[src/rtl/gerenciador_de_posicionamento.sv]
// ---------------------------------------------------------------------------
// gerenciador_de_posicionamento
//
// Builds the hidden fleet map. The player steps through a fixed list of
// ships, choosing column, row and orientation for each one and confirming.
// Every confirm is checked for bounds and overlap. A valid ship is written
// into the map and lights LED_G. An invalid one lights LED_R and leaves the
// map untouched. Once the last ship is placed, pronto rises and the map is
// frozen until reiniciar or reset_n.
//
// Optional build macro: PROIBIR_ADJACENCIA_EN
//   When defined, a ship is also rejected if any existing ship cell is
//   orthogonally adjacent to one of its cells.
//
// Ports:
//   clock         system clock
//   reset_n       asynchronous active-low reset
//   coordColuna   anchor column (0..4 valid)
//   coordLinha    anchor row (0..6 valid)
//   orientacao    0 = horizontal (+column), 1 = vertical (+row)
//   confirmar     confirm level; its rising edge is detected internally
//   reiniciar     synchronous clear of the map and the ship counter
//   mapa0..4      map columns 0..4, bit n = row n, 1 = ship cell
//   preview0..4   map OR current candidate (candidate hidden once pronto)
//   navio_atual   index of the ship being placed
//   pronto        all ships placed
//   LED_R, LED_G  result of the last confirm (reject / accept)
// ---------------------------------------------------------------------------
module gerenciador_de_posicionamento #(
   parameter int NUM_NAVIOS = 3,
   parameter int TAM_NAVIO0 = 3,
   parameter int TAM_NAVIO1 = 2,
   parameter int TAM_NAVIO2 = 1
) (
   input  logic       clock,
   input  logic       reset_n,
   input  logic [2:0] coordColuna,
   input  logic [2:0] coordLinha,
   input  logic       orientacao,
   input  logic       confirmar,
   input  logic       reiniciar,
   output logic [6:0] mapa0,
   output logic [6:0] mapa1,
   output logic [6:0] mapa2,
   output logic [6:0] mapa3,
   output logic [6:0] mapa4,
   output logic [6:0] preview0,
   output logic [6:0] preview1,
   output logic [6:0] preview2,
   output logic [6:0] preview3,
   output logic [6:0] preview4,
   output logic [1:0] navio_atual,
   output logic       pronto,
   output logic       LED_R,
   output logic       LED_G
);

   typedef enum logic {COLOCANDO = 1'b0, PRONTO = 1'b1} estado_t;

   estado_t    r_estado, w_proximo;
   logic       r_conf_q;
   logic [6:0] r_mapa [5];
   logic [1:0] r_navio;
   logic       r_led_r, r_led_g;

   logic       w_conf_ev;
   logic [3:0] w_tam, w_col, w_lin, w_fim;
   logic [6:0] w_cand [5];
   logic       w_dentro, w_conflito, w_valido, w_ultimo;
   logic       w_aceita, w_rejeita, w_mostra_cand;

   assign w_conf_ev = confirmar & ~r_conf_q;

   // 4-bit coordinates so anchor + length - 1 can never wrap
   assign w_col = {1'b0, coordColuna};
   assign w_lin = {1'b0, coordLinha};

   always_comb begin
      w_tam = 4'd1;
      case (r_navio)
         2'd0:    w_tam = 4'(TAM_NAVIO0);
         2'd1:    w_tam = 4'(TAM_NAVIO1);
         2'd2:    w_tam = 4'(TAM_NAVIO2);
         default: w_tam = 4'd1;
      endcase
   end

   assign w_fim    = (orientacao ? w_lin : w_col) + w_tam - 4'd1;
   assign w_dentro = (w_col < 4'd5) && (w_lin < 4'd7) &&
                     (orientacao ? (w_fim <= 4'd6) : (w_fim <= 4'd4));
   assign w_ultimo = (r_navio == 2'(NUM_NAVIOS - 1));

   // Candidate mask: only in-range cells are enumerated, so cells falling
   // off the board are simply dropped.
   always_comb begin
      for (int c = 0; c < 5; c++) begin
         w_cand[c] = '0;
         for (int r = 0; r < 7; r++) begin
            if (!orientacao)
               w_cand[c][r] = (4'(r) == w_lin) && (4'(c) >= w_col) &&
                              (4'(c) < w_col + w_tam);
            else
               w_cand[c][r] = (4'(c) == w_col) && (4'(r) >= w_lin) &&
                              (4'(r) < w_lin + w_tam);
         end
      end
   end

`ifdef PROIBIR_ADJACENCIA_EN
   // Candidate dilated by one cell in each orthogonal direction; it covers
   // the candidate itself, so overlap is rejected as well. Zero-padded
   // neighbour columns clip the dilation at the left/right edges, and the
   // 7-bit shifts clip it at the top/bottom.
   logic [6:0] w_cand_ext [7];
   logic [6:0] w_adj [5];

   always_comb begin
      w_cand_ext[0] = '0;
      w_cand_ext[6] = '0;
      for (int c = 0; c < 5; c++) w_cand_ext[c+1] = w_cand[c];
      w_conflito = 1'b0;
      for (int c = 0; c < 5; c++) begin
         w_adj[c] = w_cand[c] | (w_cand[c] << 1) | (w_cand[c] >> 1) |
                    w_cand_ext[c] | w_cand_ext[c+2];
         w_conflito = w_conflito | (|(w_adj[c] & r_mapa[c]));
      end
   end
`else
   always_comb begin
      w_conflito = 1'b0;
      for (int c = 0; c < 5; c++)
         w_conflito = w_conflito | (|(w_cand[c] & r_mapa[c]));
   end
`endif

   assign w_valido = w_dentro & ~w_conflito;

   // FSM: state register
   always_ff @(posedge clock or negedge reset_n) begin
      if (!reset_n) r_estado <= COLOCANDO;
      else          r_estado <= w_proximo;
   end

   // FSM: next state
   always_comb begin
      w_proximo = r_estado;
      if (reiniciar)
         w_proximo = COLOCANDO;
      else if (r_estado == COLOCANDO && w_conf_ev && w_valido && w_ultimo)
         w_proximo = PRONTO;
   end

   // FSM: outputs (reiniciar beats a coincident confirm)
   always_comb begin
      w_aceita      = 1'b0;
      w_rejeita     = 1'b0;
      w_mostra_cand = (r_estado == COLOCANDO);
      if (!reiniciar && r_estado == COLOCANDO && w_conf_ev) begin
         w_aceita  = w_valido;
         w_rejeita = ~w_valido;
      end
   end

   // Map, ship counter, LEDs and confirm-edge register
   always_ff @(posedge clock or negedge reset_n) begin
      if (!reset_n) begin
         r_conf_q <= 1'b0;
         r_navio  <= '0;
         r_led_r  <= 1'b0;
         r_led_g  <= 1'b0;
         for (int c = 0; c < 5; c++) r_mapa[c] <= '0;
      end else begin
         r_conf_q <= confirmar;
         if (reiniciar) begin
            r_navio <= '0;
            r_led_r <= 1'b0;
            r_led_g <= 1'b0;
            for (int c = 0; c < 5; c++) r_mapa[c] <= '0;
         end else if (w_aceita) begin
            for (int c = 0; c < 5; c++) r_mapa[c] <= r_mapa[c] | w_cand[c];
            r_led_g <= 1'b1;
            r_led_r <= 1'b0;
            if (!w_ultimo) r_navio <= r_navio + 2'd1;
         end else if (w_rejeita) begin
            r_led_r <= 1'b1;
            r_led_g <= 1'b0;
         end
      end
   end

   assign mapa0 = r_mapa[0];
   assign mapa1 = r_mapa[1];
   assign mapa2 = r_mapa[2];
   assign mapa3 = r_mapa[3];
   assign mapa4 = r_mapa[4];

   assign preview0 = r_mapa[0] | (w_mostra_cand ? w_cand[0] : 7'd0);
   assign preview1 = r_mapa[1] | (w_mostra_cand ? w_cand[1] : 7'd0);
   assign preview2 = r_mapa[2] | (w_mostra_cand ? w_cand[2] : 7'd0);
   assign preview3 = r_mapa[3] | (w_mostra_cand ? w_cand[3] : 7'd0);
   assign preview4 = r_mapa[4] | (w_mostra_cand ? w_cand[4] : 7'd0);

   assign navio_atual = r_navio;
   assign pronto      = (r_estado == PRONTO);
   assign LED_R       = r_led_r;
   assign LED_G       = r_led_g;

endmodule

[config.mk]
export PLATFORM = sky130hd
export DESIGN_NAME = gerenciador_de_posicionamento
export DESIGN_NICKNAME = d
export VERILOG_FILES = /design/src/rtl/gerenciador_de_posicionamento.sv
export SDC_FILE = /design/constraint.sdc
export NUM_CORES = 1
export LEC_CHECK = 0
export ABC_AREA = 1
export BUFFER_PORTS_ARGS = -buffer_cell sky130_fd_sc_hd__buf_4
export CORE_MARGIN = 2
export CORE_UTILIZATION = 45
export CTS_CLUSTER_DIAMETER = 30
export DETAILED_ROUTE_END_ITERATION = 10
export GPL_TIMING_DRIVEN = 0
export HOLD_SLACK_MARGIN = 0.1
export PLACE_DENSITY = 0.79
export SLEW_MARGIN = 10
export SYNTH_ARGS = -nofsm -noshare
export SYNTH_HDL_FRONTEND = slang
export SYNTH_SLANG_ARGS = --single-unit
[constraint.sdc]
create_clock -name clock -period 6.4 [get_ports clock]
set_clock_uncertainty 0.15 [all_clocks]
set_input_delay 0.32 -clock clock [delete_from_list [all_inputs] [get_ports clock]]
set_output_delay 0.32 -clock clock [all_outputs]
set_load 0.01 [all_outputs]
* After elaboration in Yosys (flattened, before gate mapping)
Cells that the tools add are included.
** Storage, ports and cells
- Flip-flop bits (word level) :: 41
- Bits in latches :: 0
- Bits in writable memories :: 0
- ROM bits :: 0
- Input port bits :: 11
- Output and inout bits :: 75
- Memories :: 0
** Operators by class
- Add/sub/neg operators :: 5
- $mul :: 0
- Divide/modulo/power cells :: 0
- Magnitude comparators :: 28
- Equal/unequal tests :: 13
- Shifts and indexed selects :: 0
- Mux-type cells :: 58
- Bitwise gates (word level) :: 25
- Reductions and logical operators :: 160
** Operators by type and width (count)
- logical AND 1 bit :: 147
- two-way mux 35 bit :: 2
- bitwise OR 7 bit :: 10
- two-way mux 1 bit :: 46
- AND 7 bit :: 5
- two-way mux 7 bit :: 5
- OR reduction 7 bit :: 5
- < comparator 1 x 4 -> 1 bit (first input constant) :: 4
- < comparator 2 x 4 -> 1 bit (first input constant) :: 4
- < comparator 3 x 4 -> 1 bit (first input constant) :: 4
- adder 3 x 4 -> 4 bit :: 3
- == test 2 x 3 -> 1 bit (first input constant) :: 4
- == test 3 bit (first input constant) :: 4
- >= comparator 1 x 3 -> 1 bit (first input constant) :: 4
- >= comparator 2 x 3 -> 1 bit (first input constant) :: 4
- >= comparator 3 bit (first input constant) :: 4
- less-or-equal comparator 4 x 3 -> 1 bit (second input constant) :: 2
- zero test 4 bit :: 2
- == test 1 x 3 -> 1 bit (first input constant) :: 2
- < comparator 3 bit (second input constant) :: 2
- two-way mux 2 bit :: 3
- inverter 1 bit :: 4
- bitwise OR 1 bit :: 4
- one-hot mux 2 bit (2 select lines) :: 1
- other kinds (12) :: 14

* Logic depth before layout (Yosys ltp)
- Depth after elaboration :: 19
- Mapped depth :: 24
- Gate-level depth less buffers :: 23

* Least setup slack after synthesis
No wires, ideal clock.
- Path type :: register -> register
- Start :: register r_navio[0] (netlist: navio_atual[0])
- End :: register r_mapa, in the netlist mapa0[3]
- Arrival :: 3.004 ns
- Required time :: 6.132 ns
- Slack :: 3.128 ns
- Cell stages (with the launch flop) :: 23
- Clock period less this slack :: 3.272 ns
- Path through :: dfrtp_1 -> inv_1 -> ha_1 -> nor2_1 -> ha_1 -> inv_1 -> ha_1 -> inv_1 -> fa_1 -> inv_1 -> nand2_1 -> nand3_1 -> nor2_1 -> nand2_1 -> nor2_1 -> nand2_1 -> nor2_1 -> nand4_2 -> nand2_2 -> inv_2 -> buf_2 -> nand2_1 -> nand2_1
** Between the ends
- Longest elaborated chain between the ends :: 16
- Elaborated cells between the ends (all ways) :: 149
- Classes of those cells :: add/sub: 4; order compare: 14; eq/ne: 1; mux: 40; bitwise: 12; reduce/logical: 78
** RTL lines
- start, declared :: RTL line 63 : logic [1:0] r_navio;
- start signal, assigned :: RTL line 183 : if (!w_ultimo) r_navio <= r_navio + 2'd1;
- == test 2 x 1 -> 1 bit or zero test 2 bit (tied branches) :: RTL line 80 : case (r_navio)
- one-hot mux 2 bit (2 select lines) * :: RTL line 80
- adder 3 x 4 -> 4 bit (on tied branches) :: RTL line 101, 104
- < comparator 1 x 4 -> 1 bit, or another cell as far along :: RTL line 101 : (4'(c) < w_col + w_tam);
- logical AND 1 bit (on tied branches) :: RTL line 100, 103
- two-way mux 1 bit :: RTL line 99 : if (!orientacao)
- AND 7 bit :: RTL line 132 : w_conflito = w_conflito | (|(w_cand[c] & r_mapa[c]));
- OR reduction 7 bit :: RTL line 132
- bitwise OR 1 bit (4 in a row) :: RTL line 132
- inverter 1 bit :: RTL line 136 : assign w_valido = w_dentro & ~w_conflito;
- AND 1 bit :: RTL line 136
- two-way mux 1 bit :: RTL line 158 : if (!reiniciar && r_estado == COLOCANDO && w_conf_ev) begin
- nonzero test 2 bit (no source line)
- end, declared :: RTL line 62 : logic [6:0] r_mapa [5];
Every way passes the cells marked *; elsewhere a longest branch is shown, timed or not. The select of a mux whose other input is x is not followed.
A chain may end at the register's enable or synchronous reset.

* Final worst setup path
- Start :: register r_navio[0] (netlist: navio_atual[0])
- End :: register r_mapa, in the netlist mapa1[3]
The elaborated chain is that of the path after synthesis.

==> out/results.tsv <==
metric	value	unit
drc violations	0	
Num CTS Buffers	5	
final std cells w/o fill	875	
placed cell count	865	
relative slew slack	0.5065	
RD Place Congestion	0.9990	
Die X	97.31	um
Post-CTS Repair Setup Buffers	0	
clk_lat worst skew	0.30	ns
number of flops mapped to enable cells by yosys	0	
Sw Share	0.4313	
Setup TNS Final	0	ns
sequential share of the synthesized area	0.2619	
Syn-to-layout area delta	23.12	%
fin crit share	0.6278	
share of flip-flops with an asynchronous set or reset	1.000	
I/O pin count	86	
Avg Cell Area, Syn	5.821	um2
# resized after CTS	0	
worst flop-to-flop path startpoint	navio_atual[0]$_DFFE_PN0P_	
Antenna Violating Nets Remaining	0	
Yosys reg bits	41	
fin. max-slew vios	0	
synthesized cell area	3918	um2
Root Driver	clkbuf_8	
share of cells above drive strength 1	0.1773	
CP startpoint	navio_atual[0]$_DFFE_PN0P_	
CP required	6.50	ns
Total GRT Usage	0.2931	
Clock Path Buffers	2	
Top FF cell, synth	dfrtp_1	
Iteration-0 DRC Markers	312	
Final nets	791	
Hold Path Class	in2reg	
DRT Pass-1 Iters	5	
Port Buf Inserts	84	
Setup CP Type	reg2reg	
first-pass GRT wire length	22120	um
Die Height	97.31	um
final setup fails	0	
htree depth	2	
CTS clk-pin slew, worst paths	0.10	ns
DRT Wirelength	13870	um
vias in the first global route	4385	
FP Rows	34	
routed length per placed instance	15.85	um
worst min-delay path startpoint	reiniciar	
initial core utilization	0.4559	
Synthesis Warnings	0	
Synth Instances	673	
Tmin final	4.018	ns
# diodes	0	
Synthesized Nets	698	
Vias	4592	
Comb pwr share	0.468	
Max FO, Critical Path	10	
Worst EP arrival	4.12	ns
unrepaired setup endpoints after global routing	no	
initial antenna violation count	0	
Leak	2.804	nW
Startpoint Class	flop	
GRT overflow	0	
number of distinct library cells after synthesis	26	
Worst VDD drop	0.1298	mV
crit end category	flop	
vias per cell	5.248	
Worst-Margin Slew	0.7347	ns
CTS Sinks	41	
CTS tree	done	
fraction of power consumed by sequential logic	0.298	
largest net degree at the start of global routing	42	
# hold bufs at CTS	2	
NetSw	434.7	uW
status	completed	
Clock Power Share	0.234	
f_max	0.2489	GHz
PwrDens	208.9	nW/um2
core area	8593	um2
Detailed Place HPWL	10780	um
die area	9468	um2
# Max-Cap Violations	0	
Internal Dissipation	573.1	uW
final hold vios	0	
worst max-delay path, stage by stage (launching register included):
cell and delay (ns):
dfrtp_1 0.45, inv_1 0.10, ha_1 0.20, nor2_1 0.45, ha_1 0.33, inv_1 0.06, ha_1 0.13, inv_1 0.05
fa_1 0.47, inv_1 0.04, nand2_1 0.06, nand3_1 0.16, nor2_1 0.13, nand2_1 0.06, nor2_1 0.08, nand2_1 0.06
nor2_1 0.18, nand4_2 0.17, nand2_2 0.13, buf_6 0.17, buf_6 0.16, nand3_1 0.09, nand2_1 0.09
power by group through the flow:
stage	combinational [mW]	sequential [mW]	clock (mW)
after global placement	0.458	0.304	0
final	0.471	0.300	0.236
after detailed placement	0.467	0.305	0
after floorplan	0.288	0.311	0
after global routing	0.528	0.304	0.246
after CTS	0.470	0.300	0.241
cell type report:
| type | instances | area [um2] |
|---|---|---|
| multi-input cells | 498 | 2345 |
| clock inverters | 2 | 37.54 |
| plain buffers | 22 | 126.4 |
| flip-flops and latches | 41 | 1026 |
| clock buffers | 6 | 82.58 |
| well taps | 108 | 135.1 |
| inverters | 112 | 420.4 |
| repair buffers | 86 | 650.6 |
| fillers | 888 | 3770 |
cell usage in the layout (no fill, tap or decap), drive strengths merged, types with 2 or more instances in the layout:
master,count
a21oi,15
fa,3
dlygate4sd3,2
nand2,254
nand3b,2
buf,99
nor3,2
nand3,90
nor2,63
o21ai,52
and2,4
clkbuf,13
inv,112
dfrtp,41
ha,11
per-layer routing:
metal  up-vias  wire (um)  track usage
met2       168       6359       0.4829
li1       2254          -            -
met4         0        323      0.08761
met1      2152       6287       0.4005
met5         -          0            0
met3        18        895      0.04317
cells in the mapped netlist, types with 3 or more instances:
cell type	instances	area share
and2_1	4	0.0064
clkbuf_1	7	0.0067
dfrtp_1	41	0.26
nand3_2	14	0.036
o21ai_1	3	0.0038
fa_1	3	0.015
o21ai_0	49	0.063
ha_1	11	0.035
inv_2	8	0.0077
a21oi_1	15	0.019
inv_1	104	0.10
nor2_1	59	0.057
nand3_1	76	0.097
buf_2	8	0.010
nand2_1	252	0.24
flip-flops by register name, summed over array words and instances (netlist names):
name         flops
LED_G            1
LED_R            1
mapa0            7
mapa1            7
mapa2            7
mapa3            7
mapa4            7
navio_atual      2
pronto           1
r_conf_q         1
through the flow:
stage / power [mW] / cell area [um2] / util / hold WS, ns / setup slack (ns)
final: 1.008 / 4823 / 0.5613 / 0.1736 / 2.382
after global routing: 1.078 / 4823 / 0.5613 / 0.1926 / 2.024
after CTS: 1.011 / 4823 / 0.5613 / 0.1660 / 2.344
after detailed placement: 0.7721 / 4683 / 0.5450 / 0.2027 / 2.369
after global placement: 0.7621 / 4683 / 0.5450 / 0.1919 / 2.431
after floorplan: 0.5989 / 3918 / - / -0.1256 / 3.128
logic make-up (layout without fill, tap and decap cells):
kind of cell    count (synthesis)  in the layout  synth area share
simple gates                  417            417            0.4625
buf+inv                       134            228            0.1396
compound gates                 67             67           0.08560
flops                          41             41            0.2619
fa+ha+maj                      14             14           0.05046
path summary, 6_finish.rpt:
path	to	slack [ns]	cells after the start
hold reg to reg	LED_R$_DFFE_PN0P_	0.37	2
max in group asynchronous	mapa3[0]$_DFFE_PN0P_	5.30	2
setup reg to reg	mapa1[3]$_DFFE_PN0P_	2.38	22
hold / removal	LED_G$_DFFE_PN0P_	0.17	4
setup / recovery	mapa1[3]$_DFFE_PN0P_	2.38	22
min in group asynchronous	mapa2[2]$_DFFE_PN0P_	0.39	2
Note: power is estimated with default switching activity, not from simulation.
